[src/rtl/fp_norm_pkg.sv]
// ============================================================================
// Module   : fp_norm_pkg
// Brief    : Shared widths and stage-1 record for the FP32 normalization stage.
// Revision : 1.0
// ============================================================================
`default_nettype none

package fp_norm_pkg;

    localparam int SIZE_DATA  = 28;
    localparam int SIZE_EXP   = 8;
    localparam int SIZE_MANT  = 27;
    localparam int HIDDEN_POS = 26;
    localparam int EXP_MAX    = 255;
    localparam int LZC_W      = $clog2(SIZE_MANT + 1);
    localparam int EXP_W      = SIZE_EXP + 2;

    typedef struct packed {
        logic [SIZE_DATA:0]   v;
        logic [LZC_W-1:0]     lzc;
        logic [SIZE_EXP-1:0]  exp;
    } s1_reg_t;

endpackage

`default_nettype wire

[src/rtl/fp_norm_unit_lzc.sv]
// ============================================================================
// Module   : fp_lzc
// Brief    : Combinational leading-zero counter; all-zero input yields WIDTH.
// Revision : 1.0
// ============================================================================
`default_nettype none

module fp_lzc #(
    parameter int WIDTH = 27,
    parameter int CW    = $clog2(WIDTH + 1)
) (
    input  logic [WIDTH-1:0] i_data,
    output logic [CW-1:0]    o_count
);

    // Ascending scan: the highest set bit is the last to write, so it wins priority.
    always_comb begin
        o_count = CW'(WIDTH);
        for (int i = 0; i < WIDTH; i++) begin
            if (i_data[i]) begin
                o_count = CW'(WIDTH - 1 - i);
            end
        end
    end

endmodule

`default_nettype wire

[src/rtl/fp_norm_unit.sv]
// ============================================================================
// Module   : fp_norm_unit
// Brief    : Two-stage normalization of the FP32 add/sub mantissa sum.
// Revision : 1.0
// ============================================================================
`default_nettype none

module fp_norm_unit
    import fp_norm_pkg::*;
(
    input  logic                 i_clk,
    input  logic                 i_rst_n,
    input  logic                 i_valid,
    output logic                 o_ready,
    input  logic [SIZE_DATA-1:0] i_sum,
    input  logic                 i_carry,
    input  logic                 i_eff_sub,
    input  logic [SIZE_EXP-1:0]  i_exp,
    output logic                 o_valid,
    input  logic                 i_ready,
    output logic [SIZE_MANT-1:0] o_mant,
    output logic [SIZE_EXP-1:0]  o_exp,
    output logic                 o_zero,
    output logic                 o_overflow
);

    logic                 r_s1_valid;
    s1_reg_t              r_s1;
    logic                 w_s2_adv;
    logic [SIZE_DATA:0]   w_v;
    logic [LZC_W-1:0]     w_lzc;
    logic [EXP_W-1:0]     w_e_ext;
    logic [EXP_W-1:0]     w_lzc_ext;
    logic [EXP_W-1:0]     w_exp_raw;
    logic [SIZE_EXP-1:0]  w_exp_fin;
    logic [SIZE_MANT-1:0] w_mant;
    logic [LZC_W-1:0]     w_shamt;
    logic                 w_zero;
    logic                 w_ovf;

    // Carry-out is meaningless on effective subtraction.
    assign w_v = i_eff_sub ? {1'b0, i_sum} : {i_carry, i_sum};

    fp_lzc #(.WIDTH(SIZE_MANT), .CW(LZC_W)) u_lzc (
        .i_data  (w_v[HIDDEN_POS:0]),
        .o_count (w_lzc)
    );

    assign w_s2_adv = !o_valid || i_ready;
    assign o_ready  = !r_s1_valid || w_s2_adv;

    always_ff @(posedge i_clk or negedge i_rst_n) begin
        if (!i_rst_n) begin
            r_s1_valid <= 1'b0;
            r_s1       <= '0;
        end else if (o_ready) begin
            r_s1_valid <= i_valid;
            if (i_valid) begin
                r_s1 <= '{v: w_v, lzc: w_lzc, exp: i_exp};
            end
        end
    end

    assign w_e_ext   = EXP_W'(r_s1.exp);
    assign w_lzc_ext = EXP_W'(r_s1.lzc);

    always_comb begin
        w_mant    = '0;
        w_exp_raw = '0;
        w_shamt   = '0;
        w_zero    = 1'b0;
        w_ovf     = 1'b0;
        if (r_s1.v == '0) begin
            w_zero = 1'b1;
        end else if (r_s1.v[SIZE_DATA]) begin
            w_mant    = {r_s1.v[SIZE_DATA:3], |r_s1.v[2:0]};
            w_exp_raw = w_e_ext + EXP_W'(2);
        end else if (r_s1.v[SIZE_DATA-1]) begin
            w_mant    = {r_s1.v[SIZE_DATA-1:2], |r_s1.v[1:0]};
            w_exp_raw = w_e_ext + EXP_W'(1);
        end else if (w_e_ext > w_lzc_ext) begin
            w_mant    = r_s1.v[HIDDEN_POS:0] << r_s1.lzc;
            w_exp_raw = w_e_ext - w_lzc_ext;
        end else begin
            // Exponent cannot absorb the full shift: produce a denormal at exp 0.
            w_shamt   = (r_s1.exp == '0) ? '0 : LZC_W'(r_s1.exp - 1'b1);
            w_mant    = r_s1.v[HIDDEN_POS:0] << w_shamt;
            w_exp_raw = '0;
        end
        if (w_exp_raw >= EXP_W'(EXP_MAX)) begin
            w_ovf  = 1'b1;
            w_mant = '0;
        end
    end

    assign w_exp_fin = w_ovf ? SIZE_EXP'(EXP_MAX) : w_exp_raw[SIZE_EXP-1:0];

    always_ff @(posedge i_clk or negedge i_rst_n) begin
        if (!i_rst_n) begin
            o_valid    <= 1'b0;
            o_mant     <= '0;
            o_exp      <= '0;
            o_zero     <= 1'b0;
            o_overflow <= 1'b0;
        end else if (w_s2_adv) begin
            o_valid <= r_s1_valid;
            if (r_s1_valid) begin
                o_mant     <= w_mant;
                o_exp      <= w_exp_fin;
                o_zero     <= w_zero;
                o_overflow <= w_ovf;
            end
        end
    end

endmodule

`default_nettype wire

[config.mk]
export PLATFORM = sky130hd
export DESIGN_NAME = fp_norm_unit
export DESIGN_NICKNAME = d
export VERILOG_FILES = /design/src/rtl/fp_norm_pkg.sv /design/src/rtl/fp_norm_unit_lzc.sv /design/src/rtl/fp_norm_unit.sv
export SDC_FILE = /design/constraint.sdc
export NUM_CORES = 1
export LEC_CHECK = 0
export BUFFER_PORTS_ARGS = -buffer_cell sky130_fd_sc_hd__buf_2
export CAP_MARGIN = 20
export CORE_AREA = 2 2 115 117
export DETAILED_ROUTE_END_ITERATION = 12
export DIE_AREA = 0 0 117 119
export PLACE_DENSITY_LB_ADDON = 0.2
export SYNTH_ARGS = -nofsm -noshare
export SYNTH_HDL_FRONTEND = slang
export SYNTH_SLANG_ARGS = --single-unit
[constraint.sdc]
create_clock -name i_clk -period 4.2 [get_ports i_clk]
set_clock_uncertainty 0.15 [all_clocks]
set_input_delay 0.42 -clock i_clk [delete_from_list [all_inputs] [get_ports i_clk]]
set_output_delay 0.42 -clock i_clk [all_outputs]
set_load 0.005 [all_outputs]
==> flow_summary.yaml <==
floorplanning:
  core.rowCount: 42
  die_x_microns: 117
  start_util_pct: 48.17
  io_pins: 81
  die_h_microns: 119
  dieArea_sq_um: 13920
  core_sq_um: 12870
timing:
  rsz0062_at_grt: "false"
  tns_ns: 0
  min_period_over_period_pct: 93.56
  setup_violations: 0
  fin_crit_ns: 3.929
  hold_viol: 0
  slew_viol_final: 0
  slew_headroom_pct: 48.48
  tightestPinTransition_ns: 0.7701
  clock.fmax_mhz: 254.5
  worst_slack_ns: 0.2705
logic_synthesis:
  synth_enable_flop_cells: 0
  synth_top_flop_cell: "dfrtp_1"
  netlist_area_sq_um: 6202
  synthDistinctLibCells: 80
  ys_async_sr_fraction_pct: 100.0
  ys_ff_latch: 81
  avgSynthCellArea_sq_um: 8.860
  post-synth-top-area-cell: "dfrtp_1"
  yosys_warnings: 0
  postSynthCellCount: 700
  synth.top_cell.area_share_pct: 32.68
  synth_fp_nets: 754
  synth_area_leaders: "dfrtp_1 33%, mux2i_1 6.9%, mux2_2 6.9%, nand2_1 4.2%, o21ai_0 3.4%"
  ys_seq_area_share_pct: 32.68
setup_path:
  cp-end-kind: "flop"
  path_max_fanout: 18
  critPathKind: "flop to flop"
  startpoint_type: "flop"
  cp.arrival_ns: 4.00
  crit_required_ns: 4.27
worst_hold_path:
  min_path_type: "primary input to flop"
detailed_routing:
  drt-vias-per-instance: 6.479
  ant_nets: 0
  drtIter0Drc: 624
  post_drt_wl_per_cell_microns: 21.92
  drc: 0
  first_pass_iters: 5
  routed_wl_microns: 20980
  vias: 6200
outcome:
  status: "completed"
pwr:
  cellLeakagePower_nw: 3.176
  peakVddDrop_v: 0.0002136
  p_per_area_nw_per_um2: 460.9
layout:
  nets: 830
  final_cells: 957
  drive_above_1_share_pct: 24.58
  antenna_cells: 0
  final_area_sq_um: 7179
  n_fill_cell: 1236
  area_growth_pct: 15.76
clock_tree:
  cts_sinks: 81
  cts_tree: "done"
  clock_path_buffers: 2
  cts_buffers: 9
  clk_pin_slew_ns: 0.06
  cts-root-buf: "clkbuf_16"
  clk_latency_ns: 0.34
  cts_setup_buffers: 0
  htree_levels: 3
global_route:
  antenna_found_initial: 0
  use_met2_pct: 45.56
  gr-usage-met3_pct: 5.598
  grt_max_degree: 82
  grt.total_usage_pct: 31.17
  overflow: 0
  grt_pass1_wl_microns: 33040
  busiest_layer: "met1"
  grt_pass1_vias: 5865
  grt_util_met1_pct: 45.70
placed_design:
  place_ws_ns: 0.2215
  globalplace.congestion: 1.052
  place_area_sq_um: 6837
  hpwl_microns: 15720
  placedCellCount: 939
  place.port_buffers: 80
run:
  drv_cap: 0
==> layer usage <==
| metal | vias to the layer above | routed length [microns] |
|---|---|---|
| li1 | 2816 | - |
| met1 | 3004 | 9324 |
| met2 | 326 | 9074 |
| met3 | 54 | 1886 |
| met4 | 0 | 690 |
| met5 | - | 0 |
==> sequential cells by signal, indices dropped and copies added (netlist names) <==
register and flops:
o_overflow 1, r_s1 42, o_exp 8, o_valid 1
r_s1_valid 1, o_zero 1, o_mant 27
==> repair_timing <==
item	CTS	global route
setup endpoints to repair	0	14
hold buffers	0	1
endpoints found under the hold margin	0	31
resized for setup	0	4
==> synthesized netlist by cell type, drive strengths merged, types with 4 or more instances <==
| master | instances |
|---|---|
| dfrtp | 81 |
| nand2 | 70 |
| nor2 | 52 |
| o21ai | 50 |
| mux2i | 43 |
| mux2 | 39 |
| a21oi | 32 |
| clkbuf | 30 |
| nor3 | 22 |
| nand3 | 19 |
| buf | 18 |
| inv | 18 |
| a22oi | 17 |
| a221oi | 13 |
| nor4 | 13 |
| nand2b | 12 |
| ha | 11 |
| a211oi | 10 |
| a22o | 10 |
| a32oi | 9 |
| and3 | 9 |
| o31ai | 9 |
| xor2 | 9 |
| o211ai | 8 |
| a221o | 7 |
| a32o | 7 |
| nand4 | 6 |
| a2111oi | 5 |
| a21o | 5 |
| a31oi | 5 |
| o22a | 5 |
| o31a | 5 |
| or3 | 5 |
| and2 | 4 |
| xnor2 | 4 |
==> power by group <==
part	internal (mW)	switching [mW]	total, mW
clock network	0.474	0.312	0.786
registers	0.948	0.186	1.13
logic	0.589	0.799	1.39
==> worst paths after layout <==
kind	start	to	slack (ns)	depth (start not counted)
max in group asynchronous	i_rst_n	r_s1[28]$_DFFE_PN0P_	2.88	3
min in group asynchronous	i_rst_n	o_valid$_DFFE_PN0P_	0.41	2
min	i_valid	r_s1_valid$_DFFE_PN0N_	0.15	2
min reg2reg	o_zero$_DFFE_PN0P_	o_zero$_DFFE_PN0P_	0.33	2
max	r_s1[1]$_DFFE_PN0P_	o_mant[21]$_DFFE_PN0P_	0.27	12
max reg2reg	r_s1[1]$_DFFE_PN0P_	o_mant[21]$_DFFE_PN0P_	0.27	12
==> logic make-up after synthesis <==
| family | share of synthesized area [%] |
|---|---|
| AO/OA/AOI/OAI | 25.90 |
| multiplexers | 14.08 |
| flip-flops | 32.68 |
| buffers and inverters | 4.761 |
| XOR/XNOR | 1.836 |
| adder cells (fa/ha/maj) | 2.542 |
| AND/OR/NAND/NOR | 18.20 |
==> worst max-delay path, stage by stage (launching register included) <==
cell,delay (ns)
dfrtp_1,0.43
inv_1,0.19
ha_1,0.22
nor4b_1,0.38
nand2b_1,0.24
nor2_1,0.07
a21boi_1,0.19
nor2_4,0.52
mux2i_1,0.33
mux2i_1,0.17
a2bb2o_1,0.33
a2111oi_0,0.44
o21ai_1,0.13
==> cell type report <==
class / count / area [sq um] / share of cell area (%)
sequential: 81 / 2027 / 28.23
clock inverter: 5 / 55.05 / 0.7668
multi-input combinational: 552 / 3890 / 54.18
inverter: 19 / 71.32 / 0.9934
clock buffer: 11 / 242.7 / 3.381
tap: 176 / 220.2 / 3.067
timing repair buffer: 113 / 673.1 / 9.376
==> layout by cell type, fill, tap and decap left out, drive strengths merged, types with 4 or more instances in the layout <==
cell and instances:
a2111oi 5, xor2 9, nand3 19, a22oi 17
mux2i 43, o31a 5, clkbuf 11, a32o 7
dfrtp 81, and3 9, and2 4, a21oi 32
o21ai 50, nor3 22, a22o 10, mux2 39
a21o 5, a221oi 13, o22a 5, nor4 13
nand2b 12, inv 18, a211oi 10, or3 5
a32oi 9, a31oi 5, nand2 70, nor2 52
o31ai 9, xnor2 4, nand4 6, o211ai 8
buf 112, ha 11, a221o 7
==> stage by stage <==
stage,hold slack [ns],util [%],power (mW)
6_report,0.1483,55.76,3.309
5_1_grt,0.1543,55.76,3.503
4_1_cts,0.1415,55.41,3.287
3_5_place_dp,0.3280,53.10,2.496
3_3_place_gp,0.3124,53.10,2.474
2_1_floorplan,-0.02559,-,1.979
Note: power is estimated with default switching activity, not from simulation.
